$ cat src/rtl/usr_shift_sequencer.sv
// usr_shift_sequencer
//
// Drives an external 16-bit universal shift register (USR) to move one word
// out serially while the same USR captures a word coming in. A word is
// accepted with a valid/ready handshake. The USR is parallel-loaded and then
// shifted 16 times, once every CLK_DIV clocks. Finally the captured USR
// contents are presented as the received word.
//
// Parameters
//   CLK_DIV                  clocks per serial bit (1..255)
//
// Build option
//   USR_SEQ_LSB_FIRST_EN     when defined, shift right (LSB first) instead of
//                            shift left (MSB first); timing is unchanged
//
// Ports
//   Clk_In                   clock, rising edge
//   Reset_In                 synchronous active-high reset; all outputs read
//                            as their reset values while it is high
//   Tx_Valid_In/Tx_Ready_Out word handshake, Tx_Data_In latched on acceptance
//   Tx_Data_In               word to transmit
//   Abort_In                 drops a transfer in LOAD/SHIFT back to IDLE
//   Serial_Rx_In             serial receive bit, fed to both USR serial inputs
//   Serial_Tx_Out            USR outgoing edge bit while shifting, else 0
//   Bit_Strobe_Out           high on every shift cycle
//   Busy_Out                 high whenever a transfer is in progress
//   Rx_Valid_Out             one-cycle pulse with the received word
//   Rx_Data_Out              received word, held until the next pulse
//   USR_*_Out                USR control: enable, op select, serial ins, parallel in
//   USR_*_In                 USR status: serial edge outputs, parallel contents

module usr_shift_sequencer #(
   parameter int unsigned CLK_DIV = 4
) (
   input  logic        Clk_In,
   input  logic        Reset_In,
   input  logic        Tx_Valid_In,
   output logic        Tx_Ready_Out,
   input  logic [15:0] Tx_Data_In,
   input  logic        Abort_In,
   input  logic        Serial_Rx_In,
   output logic        Serial_Tx_Out,
   output logic        Bit_Strobe_Out,
   output logic        Busy_Out,
   output logic        Rx_Valid_Out,
   output logic [15:0] Rx_Data_Out,
   output logic        USR_Enable_Out,
   output logic [1:0]  USR_Operation_Select_Out,
   output logic        USR_Serial_Left_Side_Data_Out,
   output logic        USR_Serial_Right_Side_Data_Out,
   output logic [15:0] USR_Parallel_Data_Out,
   input  logic        USR_Serial_Left_Side_Data_In,
   input  logic        USR_Serial_Right_Side_Data_In,
   input  logic [15:0] USR_Parallel_Data_In
);

   localparam logic [1:0] OpNone = 2'd0;
   localparam logic [1:0] OpLoad = 2'd3;
   localparam logic [7:0] DivLast = 8'(CLK_DIV - 1);
   localparam logic [4:0] BitLast = 5'd15;

   // Shift direction: which USR op is used and which USR edge bit leaves first.
   logic tx_bit;
`ifdef USR_SEQ_LSB_FIRST_EN
   localparam logic [1:0] OpShift = 2'd2;
   assign tx_bit = USR_Serial_Right_Side_Data_In;
   logic unused_serial;
   assign unused_serial = USR_Serial_Left_Side_Data_In;
`else
   localparam logic [1:0] OpShift = 2'd1;
   assign tx_bit = USR_Serial_Left_Side_Data_In;
   logic unused_serial;
   assign unused_serial = USR_Serial_Right_Side_Data_In;
`endif

   typedef enum logic [1:0] {
      StIdle,
      StLoad,
      StShift,
      StDone
   } state_e;

   state_e      state_q, state_d;
   logic [7:0]  div_q, div_d;
   logic [4:0]  bit_q, bit_d;
   logic [15:0] word_q, word_d;
   logic [15:0] rx_data_q, rx_data_d;

   // A shift happens on the last divide count of each bit period, unless the
   // transfer is being aborted in that same cycle (the USR is then left alone).
   logic shift_tick;
   assign shift_tick = (state_q == StShift) && (div_q == DivLast) && !Abort_In;

   always_ff @(posedge Clk_In) begin
      if (Reset_In) begin
         state_q   <= StIdle;
         div_q     <= '0;
         bit_q     <= '0;
         word_q    <= '0;
         rx_data_q <= '0;
      end else begin
         state_q   <= state_d;
         div_q     <= div_d;
         bit_q     <= bit_d;
         word_q    <= word_d;
         rx_data_q <= rx_data_d;
      end
   end

   always_comb begin
      state_d   = state_q;
      div_d     = div_q;
      bit_d     = bit_q;
      word_d    = word_q;
      rx_data_d = rx_data_q;
      unique case (state_q)
         StIdle: begin
            if (Tx_Valid_In && !Abort_In) begin
               state_d = StLoad;
               word_d  = Tx_Data_In;
            end
         end
         StLoad: begin
            div_d   = '0;
            bit_d   = '0;
            state_d = Abort_In ? StIdle : StShift;
         end
         StShift: begin
            if (Abort_In) begin
               state_d = StIdle;
            end else if (div_q == DivLast) begin
               div_d = '0;
               bit_d = bit_q + 5'd1;
               if (bit_q == BitLast) begin
                  state_d = StDone;
               end
            end else begin
               div_d = div_q + 8'd1;
            end
         end
         StDone: begin
            state_d   = StIdle;
            rx_data_d = USR_Parallel_Data_In;
         end
         default: state_d = StIdle;
      endcase
   end

   // Outputs are forced to their reset values for the whole reset cycle.
   always_comb begin
      Tx_Ready_Out             = 1'b0;
      Serial_Tx_Out            = 1'b0;
      Bit_Strobe_Out           = 1'b0;
      Busy_Out                 = 1'b0;
      Rx_Valid_Out             = 1'b0;
      Rx_Data_Out              = '0;
      USR_Enable_Out           = 1'b0;
      USR_Operation_Select_Out = OpNone;
      USR_Parallel_Data_Out    = '0;
      if (!Reset_In) begin
         Tx_Ready_Out   = (state_q == StIdle) && !Abort_In;
         Busy_Out       = (state_q != StIdle);
         Bit_Strobe_Out = shift_tick;
         Serial_Tx_Out  = (state_q == StShift) && tx_bit;
         Rx_Valid_Out   = (state_q == StDone);
         USR_Enable_Out = 1'b1;
         // In DONE the USR already holds the finished word; show it in the
         // same cycle as the valid pulse, then hold the registered copy.
         Rx_Data_Out    = (state_q == StDone) ? USR_Parallel_Data_In : rx_data_q;
         if ((state_q == StLoad) && !Abort_In) begin
            USR_Operation_Select_Out = OpLoad;
         end else if (shift_tick) begin
            USR_Operation_Select_Out = OpShift;
         end
         if (state_q == StLoad) begin
            USR_Parallel_Data_Out = word_q;
         end
      end
   end

   assign USR_Serial_Left_Side_Data_Out  = Serial_Rx_In;
   assign USR_Serial_Right_Side_Data_Out = Serial_Rx_In;

endmodule

$ cat config.mk
export PLATFORM = sky130hd
export DESIGN_NAME = usr_shift_sequencer
export DESIGN_NICKNAME = d
export VERILOG_FILES = /design/src/rtl/usr_shift_sequencer.sv
export SDC_FILE = /design/constraint.sdc
export NUM_CORES = 1
export LEC_CHECK = 0
export ABC_CLOCK_PERIOD_IN_PS = 2200
export CAP_MARGIN = 30
export CORE_MARGIN = 1
export CORE_UTILIZATION = 47
export DETAILED_ROUTE_END_ITERATION = 10
export PLACE_DENSITY = 0.91
export REMOVE_ABC_BUFFERS = 1
export SETUP_SLACK_MARGIN = 0.1
export SYNTH_ARGS = -nofsm -noshare
export SYNTH_HDL_FRONTEND = slang
export SYNTH_SLANG_ARGS = --single-unit
$ cat constraint.sdc
create_clock -name Clk_In -period 2.2 [get_ports Clk_In]
set_input_delay 0.44 -clock Clk_In [delete_from_list [all_inputs] [get_ports Clk_In]]
set_output_delay 0.44 -clock Clk_In [all_outputs]
set_load 0.03 [all_outputs]
# After elaboration in Yosys (flattened, before gate mapping)
# Index checks and enable logic that the tools add are counted.
# word_totals
regBits	47
in_bits	39
out_inout_bits	42
# classes
add_sub_neg	2
eq_ne	10
mux	25
n_reduce_logical	14
# ops
operator	n
$mux 16	4
$mux 8	2
$pmux 8 s2	1
$mux 2	7
$mux 5	2
$pmux 5 s2	1
$add 8x1->8 const B	1
$eq 8x2->1 const B	1
$pmux 2 s4	1
$mux 1	7
$logic_and 1x1->1	6
$ne 3x2->1 const B	2
$reduce_and 3->1	2
$add 5x1->5 const B	1
$eq 5x4->1 const B	1
$eq 2x2->1 const B	2
$ne 2x2->1 const B	2
$reduce_and 2->1	2
$reduce_bool 2->1	2
$eq 2x1->1 const B	1
$logic_not 2->1	1
$ne 2x1->1 const B	1
$logic_not 1->1	1

# Longest topological paths before layout
# depth
ltp_word	6
mapped_depth	6

# Worst setup path before layout
# No wires, ideal clock.
# synth_path
kind	register to output
startpoint	register div_q[0]
endpoint	output Bit_Strobe_Out
arrival_time_ps	1717
required_time_ps	1760
setup_slack_ps	43
stages_incl_launch_ff	5
path_buffers	0
cell_sequence	dfxtp_1 -> ha_1 -> nor4b_2 -> nand2_1 -> nor3_1
# synth_between
elab_chain_cells	4
# synth_lines
element	line_no	source
start, declared	84	logic [7:0] div_q, div_d;
start signal, assigned	103	div_q <= div_d;
$eq 8x2->1	92	assign shift_tick = (state_q == StShift) && (div_q == DivLast) && !Abort_In;
$logic_and 1x1->1 (2 in series)	92	
$mux 1	160	if (!Reset_In) begin
end, declared	43	output logic Bit_Strobe_Out,
# No other way between the ends.

# Final worst setup path
# layout_path
startpoint	register state_q[1]
endpoint	output Bit_Strobe_Out
# layout_between
elab_chain_cells	4
# layout_lines
element	line_no	source
start, declared	83	state_e state_q, state_d;
start signal, assigned	96	state_q <= StIdle;
start signal, assigned	102	state_q <= state_d;
$eq 2x2->1	92	
$logic_and 1x1->1 (2 in series)	92	
$mux 1	160	
# No other way between the ends.

==> flow_metrics.tcl <==
set metrics [dict create \
    outcome "complete, no violations" \
    start_kind "flip-flop" \
    synth_enable_flop_cells 0 \
    mostFrequentLayoutCell "nand2_1" \
    leakage_nw 1.299 \
    detail_route.wl_per_cell_um 13.92 \
    grt.overflow.total 0 \
    synthDistinctLibCells 44 \
    max_freq_mhz 484.1 \
    synth_area_per_cell_um2 7.984 \
    grt_pass1_wl_um 8956 \
    numPortBuffers 76 \
    route.met2.wl_um 2810 \
    detailedRoute.firstPassIterationCount 4 \
    cts_made_buffers 5 \
    finClkSkew_ns 0.007320 \
    synth.ff_latch_count 47 \
    place.detailed.hpwl_um 3694 \
    async_flop_share 0 \
    slew-limit-headroom 0.7339 \
    netlist_instances 265 \
    synth_area_mm2 0.002116 \
    seq_area_frac_synth 0.4447 \
    vias 2132 \
    grt_pass1_vias 2012 \
    detailroute.wirelength.met3_um 315 \
    post-route-drc-count 0 \
    final_max_slew_viol_count 0 \
    post_route_cells_drive_above_1_share 0.1734 \
    chipHeight_um 69.10 \
    yosysWarningCount 0 \
    cts_tree "yes" \
    detailedPlace.worstSlack_ns -0.03611 \
    finalSetupViolations 0 \
    core.rowCount 24 \
    worst-endpoint-required_ns 1.76 \
    worstPathMaxFanout 13 \
    layout_common_cells "nand2_1 (72), dfxtp_1 (45), a21oi_1 (38), clkdlybuf4s50_1 (35), buf_4 (34)" \
    grt_max_degree 49 \
    clkLatencyLatePin_ns 0.30 \
    worst_hold_slack_ns 0.4539 \
    route.detailed.vias_per_inst 5.357 \
    core_area_mm2 0.004354 \
    ioPinCount 81 \
    antenna_found_initial 0 \
    timing.max_cap.violations 0 \
    final_hold_viol_count 0 \
    clk_pin_slew_ns 0.09 \
    drt-met1-wl_um 2302 \
    max-vdd-ir-drop_uv 353.9 \
    final_area_mm2 0.003059 \
    reg2reg_setup_slack_ns 0.38 \
    fin_setup_tns_ns 0 \
    drt_wl_total_um 5541 \
    multiInputGateArea_mm2 0.001126 \
    clkSinkCount 47 \
    antenna_cells 0 \
    power_density_mw_per_mm2 516.8 \
    area_added_between_synthesis_and_finish_pct 44.59 \
    top_layer "met4" \
    ant_nets 0 \
    start_util 0.4859 \
    clockBufferDepth 2 \
    crit_path_end_kind "output pin" \
    least_margin_pin_slew_ns 0.3979 \
    regArea_um2 948.4 \
    post-route-min-period_ns 2.066 \
    initial_detailed_routing_violation_count 82 \
    cts.hold.buffers_added 0 \
    root_buffer "clkbuf_8" \
    setup.worst_path.class "reg2out" \
    nNetsFinal 387 \
    die_x_um 69.10 \
    placed_cell_area_mm2 0.002914 \
    postLayoutSetupSlackWorst_ns 0.1342 \
    die_area_mm2 0.004774 \
    h-tree-depth 2 \
    synth_ff_type "dfxtp_1" \
    final_weighted_congestion_in_routability_driven_placement 0.7817 \
    global_route_usage_over_all_layers 0.2293 \
    min_period_over_period 0.9390 \
    final.fill_count 348 \
    worstPathArrival_ns 1.63 \
    rsz0062_at_grt "false" \
    hold_path.class "reg2reg" \
]
metal layers:
layer  GRT usage  vias up
met5           0        -
met4     0.09751        0
met3     0.06433       12
met2      0.3937       72
met1      0.2654      980
li1            -     1068
state kept, by name (all words and copies together) (netlist names):
| signal | flops |
|---|---|
| bit_q | 5 |
| word_q | 16 |
| state_q | 2 |
| rx_data_q | 16 |
| div_q | 8 |
synth_stat cells (all sizes together) (2+ instances only):
cell type	count	area (um^2)
dfxtp	47	940.9
nand3b	2	15.01
nor4b	3	53.80
nand3	6	30.03
clkbuf	12	45.04
a31oi	3	18.77
nand2	73	274.0
nor3	6	30.03
inv	3	11.26
or2	2	12.52
nor3b	2	20.02
nor2	11	41.29
nand4	3	18.77
a21oi	38	190.2
buf	7	45.03
o21ai	2	10.01
mux2i	2	20.02
ha	3	37.54
and3	18	112.6
nor4	2	12.51
nand2b	3	18.77
area by class of cell:
class / count / share of cell area
clock buffer: 6 / 0.02372
clock inverter: 2 / 0.005317
inverter: 3 / 0.003681
multi-input combinational: 197 / 0.3681
sequential: 47 / 0.3100
tap: 52 / 0.02127
timing repair buffer: 91 / 0.2679
power breakdown:
group	internal, mW	switching [mW]
Clock	0.228	0.299
Combinational	0.0966	0.0860
Sequential	0.864	0.00722
Total	1.19	0.392
worst paths after layout:
check / start / endpoint / cells after the start
max: state_q[1]$_SDFFE_PP0P_ / Bit_Strobe_Out / 4
min: word_q[7]$_SDFFE_PP0P_ / word_q[7]$_SDFFE_PP0P_ / 2
max reg2reg: state_q[1]$_SDFFE_PP0P_ / div_q[4]$_SDFFE_PP0P_ / 6
min reg2reg: word_q[7]$_SDFFE_PP0P_ / word_q[7]$_SDFFE_PP0P_ / 2
cells by family after synthesis:
family	Yosys count	synth area share
compound gates	55	0.1579
xor+xnor	1	0.004140
fa+ha+maj	3	0.01774
buf+inv	22	0.04789
flops	47	0.4447
mux	2	0.009462
simple gates	135	0.3182
what timing repair did:
action / CTS / global route
pin swaps: 0 / 3
gates resized for setup: 26 / 6
gates cloned: 0 / 1
endpoints found under the setup margin: 36 / 16
setup buffers: 0 / 2
through the flow:
step	power [mW]	util	std cells
after detailed placement	1.075	0.6693	387
final	1.581	0.7026	398
after floorplan	0.9532	-	246
after CTS	1.598	0.6937	395
after global placement	1.071	0.6693	387
after global routing	1.642	0.7026	398
critical path, cell delays in order (launching register included):
cell	delay, ns
dfxtp_1	0.37
buf_6	0.18
or3b_4	0.40
nor3_2	0.19
buf_4	0.19
No activity file was read; power rests on OpenSTA's default activity.
